==> src/rtl/priv_access_guard.sv <==
// Privilege access guard: checks register requests against a protected-address table,
// counts violations and locks out further requests once a violation budget is exhausted.
module priv_access_guard #(
    parameter int ADDR_W     = 12,
    parameter int NUM_REGION = 4,
    parameter int VIOL_MAX   = 3,
    parameter int CNT_W      = 4,
    localparam int IDX_W     = (NUM_REGION > 1) ? $clog2(NUM_REGION) : 1
) (
    input  logic              clk_i,
    input  logic              rst_ni,
    input  logic              req_valid_i,
    output logic              req_ready_o,
    input  logic              req_read_i,
    input  logic              req_write_i,
    input  logic [1:0]        req_priv_i,
    input  logic [ADDR_W-1:0] req_addr_i,
    output logic              rsp_valid_o,
    output logic              rsp_except_o,
    input  logic              cfg_we_i,
    input  logic [1:0]        cfg_priv_i,
    input  logic [IDX_W-1:0]  cfg_idx_i,
    input  logic [ADDR_W-1:0] cfg_addr_i,
    input  logic [1:0]        cfg_min_priv_i,
    input  logic              cfg_lock_i,
    output logic              cfg_err_o,
    input  logic              clr_i,
    output logic              locked_o,
    output logic [CNT_W-1:0]  viol_cnt_o
);

    typedef enum logic [1:0] {IDLE, RESP, LOCK} state_t;

    localparam logic [CNT_W-1:0] CNT_MAX  = '1;
    localparam logic [CNT_W-1:0] VIOL_LIM = CNT_W'(VIOL_MAX);

    state_t              r_state;
    state_t              w_next;
    logic                r_valid    [NUM_REGION];
    logic [ADDR_W-1:0]   r_addr     [NUM_REGION];
    logic [1:0]          r_min_priv [NUM_REGION];
    logic                r_lock     [NUM_REGION];
    logic                r_except;
    logic                r_cfg_err;
    logic [CNT_W-1:0]    r_viol_cnt;

    logic                w_hit;
    logic [1:0]          w_hit_min;
    logic                w_deny;
    logic                w_idx_ok;
    logic                w_tgt_locked;
    logic                w_cfg_ok;
    logic [CNT_W-1:0]    w_cnt_post;

    // Scanning from the top index down leaves the lowest matching entry in control.
    always_comb begin
        w_hit     = 1'b0;
        w_hit_min = 2'd0;
        for (int i = NUM_REGION - 1; i >= 0; i--) begin
            if (r_valid[i] && (r_addr[i] == req_addr_i)) begin
                w_hit     = 1'b1;
                w_hit_min = r_min_priv[i];
            end
        end
        if (!req_read_i && !req_write_i)
            w_deny = 1'b0;
        else if (w_hit)
            w_deny = (req_priv_i < w_hit_min);
        else
            w_deny = (req_priv_i != 2'd3);
    end

    always_comb begin
        w_idx_ok     = 1'b0;
        w_tgt_locked = 1'b0;
        for (int i = 0; i < NUM_REGION; i++) begin
            if (cfg_idx_i == IDX_W'(i)) begin
                w_idx_ok     = 1'b1;
                w_tgt_locked = r_lock[i];
            end
        end
        w_cfg_ok = cfg_we_i && (cfg_priv_i == 2'd3) && w_idx_ok && !w_tgt_locked;
    end

    assign w_cnt_post = (r_except && (r_viol_cnt != CNT_MAX)) ? r_viol_cnt + CNT_W'(1) : r_viol_cnt;

    always_ff @(posedge clk_i or negedge rst_ni) begin
        if (!rst_ni)
            r_state <= IDLE;
        else
            r_state <= w_next;
    end

    always_comb begin
        w_next       = r_state;
        req_ready_o  = 1'b0;
        rsp_valid_o  = 1'b0;
        rsp_except_o = 1'b0;
        locked_o     = 1'b0;
        case (r_state)
            IDLE: begin
                req_ready_o = 1'b1;
                if (req_valid_i)
                    w_next = RESP;
            end
            RESP: begin
                rsp_valid_o  = 1'b1;
                rsp_except_o = r_except;
                if (clr_i)
                    w_next = IDLE;
                else if (w_cnt_post >= VIOL_LIM)
                    w_next = LOCK;
                else
                    w_next = IDLE;
            end
            LOCK: begin
                locked_o = 1'b1;
                if (clr_i)
                    w_next = IDLE;
            end
            default: w_next = IDLE;
        endcase
    end

    // A clear always beats a violation landing in the same cycle.
    always_ff @(posedge clk_i or negedge rst_ni) begin
        if (!rst_ni) begin
            r_except   <= 1'b0;
            r_viol_cnt <= '0;
            r_cfg_err  <= 1'b0;
        end else begin
            if ((r_state == IDLE) && req_valid_i)
                r_except <= w_deny;
            if (clr_i)
                r_viol_cnt <= '0;
            else if (r_state == RESP)
                r_viol_cnt <= w_cnt_post;
            r_cfg_err <= cfg_we_i && !w_cfg_ok;
        end
    end

    always_ff @(posedge clk_i or negedge rst_ni) begin
        if (!rst_ni) begin
            for (int i = 0; i < NUM_REGION; i++) begin
                r_valid[i]    <= 1'b0;
                r_addr[i]     <= '0;
                r_min_priv[i] <= 2'd3;
                r_lock[i]     <= 1'b0;
            end
        end else begin
            for (int i = 0; i < NUM_REGION; i++) begin
                if (w_cfg_ok && (cfg_idx_i == IDX_W'(i))) begin
                    r_valid[i]    <= 1'b1;
                    r_addr[i]     <= cfg_addr_i;
                    r_min_priv[i] <= cfg_min_priv_i;
                    r_lock[i]     <= cfg_lock_i;
                end
            end
        end
    end

    assign cfg_err_o  = r_cfg_err;
    assign viol_cnt_o = r_viol_cnt;

endmodule

==> config.mk <==
export PLATFORM = sky130hd
export DESIGN_NAME = priv_access_guard
export DESIGN_NICKNAME = d
export VERILOG_FILES = /design/src/rtl/priv_access_guard.sv
export SDC_FILE = /design/constraint.sdc
export NUM_CORES = 1
export LEC_CHECK = 0
export BUFFER_PORTS_ARGS = -buffer_cell sky130_fd_sc_hd__buf_4
export CORE_ASPECT_RATIO = 2
export CORE_UTILIZATION = 51
export DETAILED_ROUTE_END_ITERATION = 7
export GPL_TIMING_DRIVEN = 0
export PLACE_DENSITY = 0.77
export SETUP_SLACK_MARGIN = 0.5
export SLEW_MARGIN = 25
export SYNTH_ARGS = -nofsm -noshare
export SYNTH_HDL_FRONTEND = slang
export SYNTH_SLANG_ARGS = --single-unit
export TNS_END_PERCENT = 30
==> constraint.sdc <==
create_clock -name clk_i -period 2.9 [get_ports clk_i]
set_clock_uncertainty 0.2 [all_clocks]
set_input_delay 0.145 -clock clk_i [delete_from_list [all_inputs] [get_ports clk_i]]
set_output_delay 0.145 -clock clk_i [all_outputs]
set_load 0.02 [all_outputs]
---- Word-level counts from Yosys, hierarchy flattened ----
Cells that the tools add are included.
operators by class
  $add $sub $neg .......................... 1
  magnitude comparators ................... 2
  eq/ne operators ......................... 14
  multiplexer cells ....................... 30
  reduce and logical (&&, ||, !) cells .... 23
operators by type and width
  kind                                                               number
  == test 12 bit                                                     4
  two-way mux 1 bit                                                  18
  two-way mux 2 bit                                                  8
  logical AND 1 bit                                                  15
  two-way mux 4 bit                                                  3
  == test 2 bit, second input constant                               4
  inequality test 2 bit, second input constant                       3
  case mux 2 bit (3 select lines)                                    1
  adder 4 x 1 -> 4 bit, second input constant                        1
  == test 2 x 1 -> 1 bit, second input constant                      2
  greater-or-equal comparator 4 x 2 -> 1 bit, second input constant  1
  logical NOT 1 bit                                                  4
  logical NOT 2 bit                                                  2
  inequality test 4 bit, second input constant                       1
  < comparator 2 bit                                                 1
  AND reduction 2 bit                                                1
  nonzero test 2 bit                                                 1
storage, ports and cells
  register bits after elaboration ......... 72
  output and inout bits ................... 9
  word-level logic and storage cells ...... 90

---- Depth between registers and ports, before layout ----
Gate-level depths: netlist (run 1).
  depth after elaboration ................. 9
  gate-level depth with buffers ........... 13
  depth with buffers taken out ............ 11

---- Least setup slack after synthesis (run 1) ----
Ideal clock, no wire load.
  path type ............................... flip-flop to flip-flop
  start ................................... register r_addr[18] (netlist bit)
  end ..................................... register r_except
  library setup time ...................... 0.082 ns
  data arrival time ....................... 2.520 ns
  path slack .............................. 0.098 ns
  cell stages (with the launch flop) ...... 13
  buffers on the path ..................... 1
  period minus slack after synthesis ...... 2.802 ns
  cells stage by stage .................... dfrtp_1 -> xnor2_1 -> nand4_1 -> or4_1 -> buf_2 -> o21a_1 -> o21ai_1 -> a22oi_1 -> ha_1 -> a21oi_1 -> a31oi_1 -> a311o_1 -> a22oi_2
between the ends
  cells in the longest elaborated chain, start to end .. 8
  elaborated cells on any way between the ends .. 11
  classes of those cells .................. 1 x order compare; 1 x eq/ne; 8 x mux; 1 x reduce/logical
ends and longest elaborated chain
  element                            line  source
  from (decl)                        40    logic [ADDR_W-1:0] r_addr [NUM_REGION];
  from (signal, indexed assignment)  154   r_addr[i] <= cfg_addr_i;
  == test 12 bit *                   60    if (r_valid[i] && (r_addr[i] == req_addr_i)) begin
  logical AND 1 bit *                60
  two-way mux 2 bit (3 in series)    60
  < comparator 2 bit                 68    w_deny = (req_priv_i < w_hit_min);
  two-way mux 1 bit *                67    else if (w_hit)
  two-way mux 1 bit *                65    if (!req_read_i && !req_write_i)
  to (signal assigned)               133   r_except <= w_deny;
  to (decl)                          43    logic r_except;
Every way passes the cells marked *; elsewhere a longest branch is shown, timed or not.
A chain may end at the register's enable or synchronous reset.

---- Worst setup path in the final report (run 1) ----
  start ................................... register r_addr[29] (netlist bit)
  end ..................................... register r_except
between the ends
  cells in the longest elaborated chain, start to end .. 7
  elaborated cells on any way between the ends .. 9
  classes of those cells .................. 1 x order compare; 1 x eq/ne; 6 x mux; 1 x reduce/logical
ends and longest elaborated chain
  element                          line
  == test 12 bit *                 60
  logical AND 1 bit *              60
  two-way mux 2 bit (2 in series)  60
  < comparator 2 bit               68
  two-way mux 1 bit *              67
  two-way mux 1 bit *              65
Marks and branches as above.

==> results.cfg, run 1 <==
[pwr]
pwr_density_cell_nw_per_um2 = 697
vdd_drop_max_mv = 0.430
p_leak_nw = 2.01
finalPower_mw = 3.19

[timing]
min_period_over_period = 1.03
post-route-min-period_ps = 2980
max_freq_ghz = 0.335
rsz0062_at_grt = true
setup-violations-final = 1
final-hold-violation-count = 0
worst_slack_ps = -83.5
max_slew_margin = 0.398
slew_viol_final = 0
hold_ws_ps = 83.7
worst_pin_slew_ps = 903

[global_route]
grt-busiest-layer = met2
met3_usage = 0.0521
grt_pass1_vias = 2597
antenna_found_initial = 0
track_usage = 0.244
grt_pass1_wl_um = 12400
grtUsageMet2 = 0.439
overflow = 0
grt_start_max_net_pins = 73
use_met1 = 0.247

[routing]
wirelength_um = 7920
drtIter0Drc = 90
via_count = 2461
wl_per_cell_um = 17.4
first_pass_iters = 5
drc = 0
ant_nets = 0
via_per_inst = 5.41

[logic_synthesis]
synth-seq-cells = 72
syn_inst = 283
muxShareOfSynthArea = 0.185
ys.flop_type = dfrtp_1
syn_area_um2 = 3500
synthSimpleGateAreaFrac = 0.0961
synth_xor_xnor_area_share = 0.127
synth_top_family_by_area = multiplexers
synthAdderAreaFrac = 0.00715
synth-compound-area-share = 0.0454
ys_seq_area_frac = 0.518
synth_nets = 325
synthArstFlopShare = 1.00
syn_avg_cell_area_um2 = 12.4
synth_edf_count = 0
yosys_warnings = 0
synth_cell_type_count = 45

[floorplan]
coreArea_um2 = 6620
rows = 42
die_h_um = 119
start_util = 0.529
ios = 49
dieArea_um2 = 7220
die_x_um = 60.6

[worst_setup_path]
required_ps = 2950
cpMaxStageDelayCell = or4_4
r2r-end = r_except$_DFFE_PN0P_
worst-path-max-fanout = 6
critPathArrivalTime_ps = 3040
start_kind = flop
r2r_slack_ps = -80
crit_type = flop to flop
endpoint_kind = flop
cp_cell_sequence = xnor2_2 > nand4_1 > or4_4 > buf_6 > nor2_1 > nor2_1 > a22oi_1 > ha_1 > a21oi_2 > a31oi_1 > a311o_1 > a22oi_2
r2r_start = r_addr[29]$_DFFE_PN0P_
cpPeakStageDelay_ps = 510
r2r_cells = 12
cp_common_cell = nor2_1

[cells_and_area]
n_antenna_cell = 0
seq_area_um2 = 1810
fill_cells = 508
finalNetCount = 404
design_area_um2 = 4580
multi_input_comb_area_um2 = 1680
drive_gt1_frac = 0.365
final_common_cell = dfrtp_1
area_growth_pct = 30.7
mostFrequentLayoutCells = dfrtp_1 (64), buf_4 (46), mux2_2 (41)

[clocking]
clockRootBuffer = clkbuf_16
cts_tree = built
path_clk_slew_ps = 60
clock-sinks = 72
clockBufferDepth = 2
htree_levels = 3
clkLatencyLatePin_ps = 330
cts_setup_buffers = 0
cts_buffers = 9

[min_path]
min_path_type = input port to flop
hold_end = r_addr[39]$_DFFE_PN0P_
holdPathStages = 3
worstHoldStart = cfg_idx_i[0]

[place]
gp_congestion = 0.809
placed_area_um2 = 3970
hpwl_um = 5520
port_buffers = 46

[run]
max_cap_viol_count = 0

[outcome]
violations = setup timing
status = complete, but fails checks
[kinds of logic (layout without fill, tap and decap cells)]
family	Yosys count	in the layout
AO/OA/AOI/OAI	23	23
XOR/XNOR	50	50
flip-flops	72	72
multiplexers	58	58
AND/OR/NAND/NOR	62	62
adder cells (fa/ha/maj)	2	2
buffers and inverters	16	100
[area by class of cell]
type	count	area share
plain buffers	9	0.0139
clock buffers	14	0.0621
clock inverters	2	0.00766
inverters	7	0.00574
multi-input cells	195	0.367
flip-flops and latches	72	0.396
well taps	88	0.0241
repair buffers	68	0.124
[critical path, delay by kind of cell (launching register included)]
kind | cells | cell delay, ps
xor+xnor | 1 | 240
simple gates | 4 | 790
fa+ha+maj | 1 | 290
flops | 1 | 400
buf+inv | 1 | 150
compound gates | 5 | 840
[cell usage after synthesis, types with 2 or more instances]
cell type / count / area [um2]
a31oi_1: 4 / 25.0
dfrtp_1: 64 / 1600
nor3_1: 4 / 20.0
o21ai_0: 2 / 10.0
nor2_1: 10 / 37.5
mux2i_1: 3 / 30.0
nand2b_1: 4 / 25.0
o21ai_1: 2 / 10.0
xor2_1: 13 / 114
nand4_1: 7 / 43.8
ha_1: 2 / 25.0
mux2_1: 14 / 158
nor4_1: 3 / 18.8
buf_2: 5 / 25.0
a21oi_1: 4 / 20.0
nand3_1: 9 / 45.0
dfstp_2: 8 / 210
mux2_2: 41 / 462
o21bai_1: 2 / 15.0
or3_1: 2 / 12.5
clkbuf_1: 3 / 11.3
nand2_1: 10 / 37.5
or4_1: 2 / 15.0
a21o_1: 2 / 15.0
xnor2_1: 36 / 315
nor2b_1: 3 / 18.8
inv_1: 6 / 22.5
[power by group]
part / switching [mW] / leakage [nW] / internal [mW]
registers: 0.152 / 0.868 / 1.25
logic: 0.273 / 0.985 / 0.363
clock network: 0.392 / 0.159 / 0.758
[metal layers]
| metal | share of wire | up-vias |
|---|---|---|
| met2 | 0.57 | 52 |
| met5 | 0 | - |
| met3 | 0.031 | 19 |
| met4 | 0.038 | 0 |
| met1 | 0.36 | 1236 |
| li1 | - | 1154 |
[sequential cells by signal (all words and copies together) (netlist names)]
signal      flops
cfg_err_o       1
r_addr         48
r_except        1
r_lock          4
r_min_priv      8
r_state         2
r_valid         4
viol_cnt_o      4
[what timing repair did]
item / 4_1_cts / 5_1_grt
hold endpoints to repair: 132 / 0
resized for setup: 5 / 9
hold buffers: 22 / 0
pin swaps: 2 / 0
endpoints found under the setup margin: 3 / 9
[how the worst max path moves through the flow]
stage	start	slack, ps	endpoint	depth (start not counted)
detailed placement	r_addr[42]$_DFFE_PN0P_	-250	r_except$_DFFE_PN0P_	10
finish	r_addr[29]$_DFFE_PN0P_	-80	r_except$_DFFE_PN0P_	12
global route	r_addr[32]$_DFFE_PN0P_	-240	r_except$_DFFE_PN0P_	12
global placement	r_addr[39]$_DFFE_PN0P_	-230	r_except$_DFFE_PN0P_	9
floorplan	r_addr[13]$_DFFE_PN0P_	170	r_except$_DFFE_PN0P_	12
CTS	r_addr[16]$_DFFE_PN0P_	-90	r_except$_DFFE_PN0P_	12
[stage by stage]
stage	TNS (ps)	util	setup WS, ps	instances
2_1_floorplan	0	-	173	283
5_1_grt	-237	0.691	-237	455
3_3_place_gp	-227	0.599	-227	417
3_5_place_dp	-254	0.600	-254	417
6_report	-83.5	0.691	-83.5	455
4_1_cts	-86.6	0.686	-86.6	455
Note: power is estimated with default switching activity, not from simulation.
==> run 2, diff against run 1 <==
--- a/config.mk
+++ b/config.mk
@@ -5,12 +5,13 @@
 export SDC_FILE = /design/constraint.sdc
 export NUM_CORES = 1
 export LEC_CHECK = 0
+export ABC_AREA = 1
 export BUFFER_PORTS_ARGS = -buffer_cell sky130_fd_sc_hd__buf_4
 export CORE_ASPECT_RATIO = 2
-export CORE_UTILIZATION = 51
+export CORE_UTILIZATION = 52
 export DETAILED_ROUTE_END_ITERATION = 7
 export GPL_TIMING_DRIVEN = 0
-export PLACE_DENSITY = 0.77
+export PLACE_DENSITY = 0.78
 export SETUP_SLACK_MARGIN = 0.5
 export SLEW_MARGIN = 25
 export SYNTH_ARGS = -nofsm -noshare
==> run 2 against run 1 <==
Against the previous run: the flow now finishes without violations; cell count up 53%; final area up 5.1%; routed wire length up 34%; sequential power down 3%; critical path type unchanged; critical endpoint unchanged; largest power group unchanged.
==> results.cfg, run 2 <==
[outcome]
status = finished, final reports clean

[worst_setup_path]
r2r_cells = 16
endpoint_kind = flop
critPathArrivalTime_ps = 2290
cp_cell_sequence = nand2_1 > nand2_1 > nor2_1 > nand2_1 > nor2_2 > nand2_2 > mux2_4 > nand3_2 > nand3_2 > o21ai_2 > ha_1 > nand2_1 > nand2_1 > nand2_1 > nand2_1 > nand2_1
crit_type = flop to flop
worst-path-max-fanout = 3
crit_family = simple AND/OR/NAND/NOR gates
cpPeakStageDelay_ps = 400
cpMaxStageDelayCell = dfrtp_1
cp-startpoint = r_addr[13]$_DFFE_PN0P_
r2r_slack_ps = 680
crit_buf_inv = 0
start_kind = flop
cp_common_cell = nand2_1
r2r_start = r_addr[13]$_DFFE_PN0P_
r2r-end = r_except$_DFFE_PN0P_
required_ps = 2970

[floorplan]
dieArea_um2 = 7710
rows = 43
die_x_um = 62.6
coreArea_um2 = 6990
start_util = 0.546
ios = 49
die_h_um = 123

[pwr]
p_leak_nw = 2.51
vdd_drop_max_mv = 0.395
finalPower_mw = 3.04
pwr_density_cell_nw_per_um2 = 633

[logic_synthesis]
yosys.area.top_type = dfrtp_1
yosys_warnings = 0
ys.flop_type = dfrtp_1
yosysMostFrequentCell = nand2_1
ys_seq_area_frac = 0.475
synth_area_leaders = dfrtp_1 (42%), nand2_1 (18%), inv_1 (6.0%), dfstp_2 (5.5%), o21ai_1 (5.4%)
syn_area_um2 = 3820
synth-seq-cells = 72
synth_nets = 564
synth_common_cells = nand2_1 (182), dfrtp_1 (64), inv_1 (61), nor2_1 (41), o21ai_1 (41)
synth_top_area_share = 0.420
synthArstFlopShare = 1.00
syn_inst = 522
syn_avg_cell_area_um2 = 7.31
synth_cell_type_count = 35
synth_edf_count = 0

[cells_and_area]
design_area_um2 = 4810
n_antenna_cell = 0
fill_cells = 596
seq_area_um2 = 1810
mostFrequentLayoutCells = nand2_1 (178), dfrtp_1 (64), inv_1 (61)
final_common_cell = nand2_1
finalNetCount = 645
regMostFlops = r_addr
multi_input_comb_area_um2 = 1690
area_growth_pct = 26.0
largest_reg_flops = 48
reg_top3 = r_addr: 48 flops, r_min_priv: 8 flops
drive_gt1_frac = 0.183

[timing]
setup_tns_ps = 0
post-route-min-period_ps = 2220
slew_viol_final = 0
hold_ws_ps = 30.1
final-hold-violation-count = 0
min_period_over_period = 0.766
rsz0062_at_grt = false
max_slew_margin = 0.400
worst_pin_slew_ps = 900
max_freq_ghz = 0.450
setup-violations-final = 0
worst_slack_ps = 680

[min_path]
holdPathStages = 5
worstHoldStart = cfg_idx_i[1]
min_path_type = input port to flop
hold_end = cfg_err_o$_DFF_PN0_

[place]
gp_congestion = 0.901
placed_area_um2 = 4280
hpwl_um = 7460
port_buffers = 47
pre_cts_ws_ps = 657

[clocking]
clockRootBuffer = clkbuf_16
cts_tree = built
path_clk_slew_ps = 50
clockBufferDepth = 2
clock-sinks = 72
clkLatencyLatePin_ps = 340
htree_levels = 3
cts_buffers = 9

[routing]
via_per_inst = 5.19
drtIter0Drc = 151
drc = 0
first_pass_iters = 4
ant_nets = 0
wl_per_cell_um = 15.2
wirelength_um = 10600
via_count = 3626

[global_route]
grt_pass1_vias = 3689
antenna_found_initial = 0
overflow = 0
grt_pass1_wl_um = 17300
track_usage = 0.304
grt_start_max_net_pins = 73

[run]
max_cap_viol_count = 0
## run 2: cell count changes after synthesis, sizes merged, moves of 4 or more
cell    before  now
clkbuf       3    7
nand2       11  185
nand4        8    1
inv          7   75
xnor2       37    7
mux2        55    1
nor2        10   45
o21ai        4   73
nand3        9   18
nand2b       4    0
xor2        13    1
o22ai        0    6
## run 2: where the power goes
| part | switching, mW | internal, mW |
|---|---|---|
| Sequential | 0.152 | 1.21 |
| Combinational | 0.369 | 0.293 |
| Clock | 0.395 | 0.625 |
| Total | 0.916 | 2.13 |
## run 2: layout make-up
class / instances / share of cell area
buffer: 13 / 0.0122
clock buffer: 15 / 0.0557
clock inverter: 1 / 0.00104
inverter: 76 / 0.0593
multi-input combinational: 361 / 0.351
sequential: 72 / 0.377
tap: 90 / 0.0234
timing repair buffer: 70 / 0.121
## run 2: cell families (layout without fill, tap and decap cells)
kind of cell / after synthesis / after routing / share of synthesized area
compound gates: 89 / 89 / 0.125
xor+xnor: 8 / 8 / 0.0184
fa+ha+maj: 2 / 2 / 0.00656
buf+inv: 89 / 175 / 0.0902
flops: 72 / 72 / 0.475
mux: 1 / 1 / 0.00393
simple gates: 261 / 261 / 0.281
## run 2: timing repair
item / CTS / global route
hold endpoints to repair: 131 / 0
resized for setup: 0 / 9
endpoints found under the setup margin: 0 / 1
hold buffers: 21 / 0
setup buffers: 0 / 2
## run 2: metrics by stage
stage	utilization	std cells
3_5_place_dp	0.612	659
2_1_floorplan	-	522
4_1_cts	0.681	696
3_3_place_gp	0.612	659
5_1_grt	0.687	698
6_report	0.687	698
## run 2: layer usage
| metal | up-vias | track usage | wire, um |
|---|---|---|---|
| met5 | - | 0 | 0 |
| met4 | 0 | 0.234 | 651 |
| met3 | 44 | 0.0443 | 479 |
| met2 | 134 | 0.546 | 5530 |
| met1 | 1652 | 0.315 | 3930 |
| li1 | 1796 | - | - |
## run 2: worst max path at each step
stage / endpoint / slack, ps / cells past startpoint
floorplan: r_except$_DFFE_PN0P_ / 890 / 16
global placement: r_except$_DFFE_PN0P_ / 670 / 16
detailed placement: r_except$_DFFE_PN0P_ / 660 / 17
CTS: r_except$_DFFE_PN0P_ / 650 / 17
global route: r_except$_DFFE_PN0P_ / 490 / 17
finish: r_except$_DFFE_PN0P_ / 680 / 16
## run 2: worst register-to-register path, cell delays in order (launching register included)
cell     delay (ps)
dfrtp_1         400
nand2_1         110
nand2_1          50
nor2_1           80
nand2_1         100
nor2_2          150
nand2_2          80
mux2_4          300
nand3_2          70
nand3_2          60
o21ai_2          60
ha_1            230
nand2_1          70
nand2_1          40
nand2_1          50
nand2_1          50
nand2_1          50
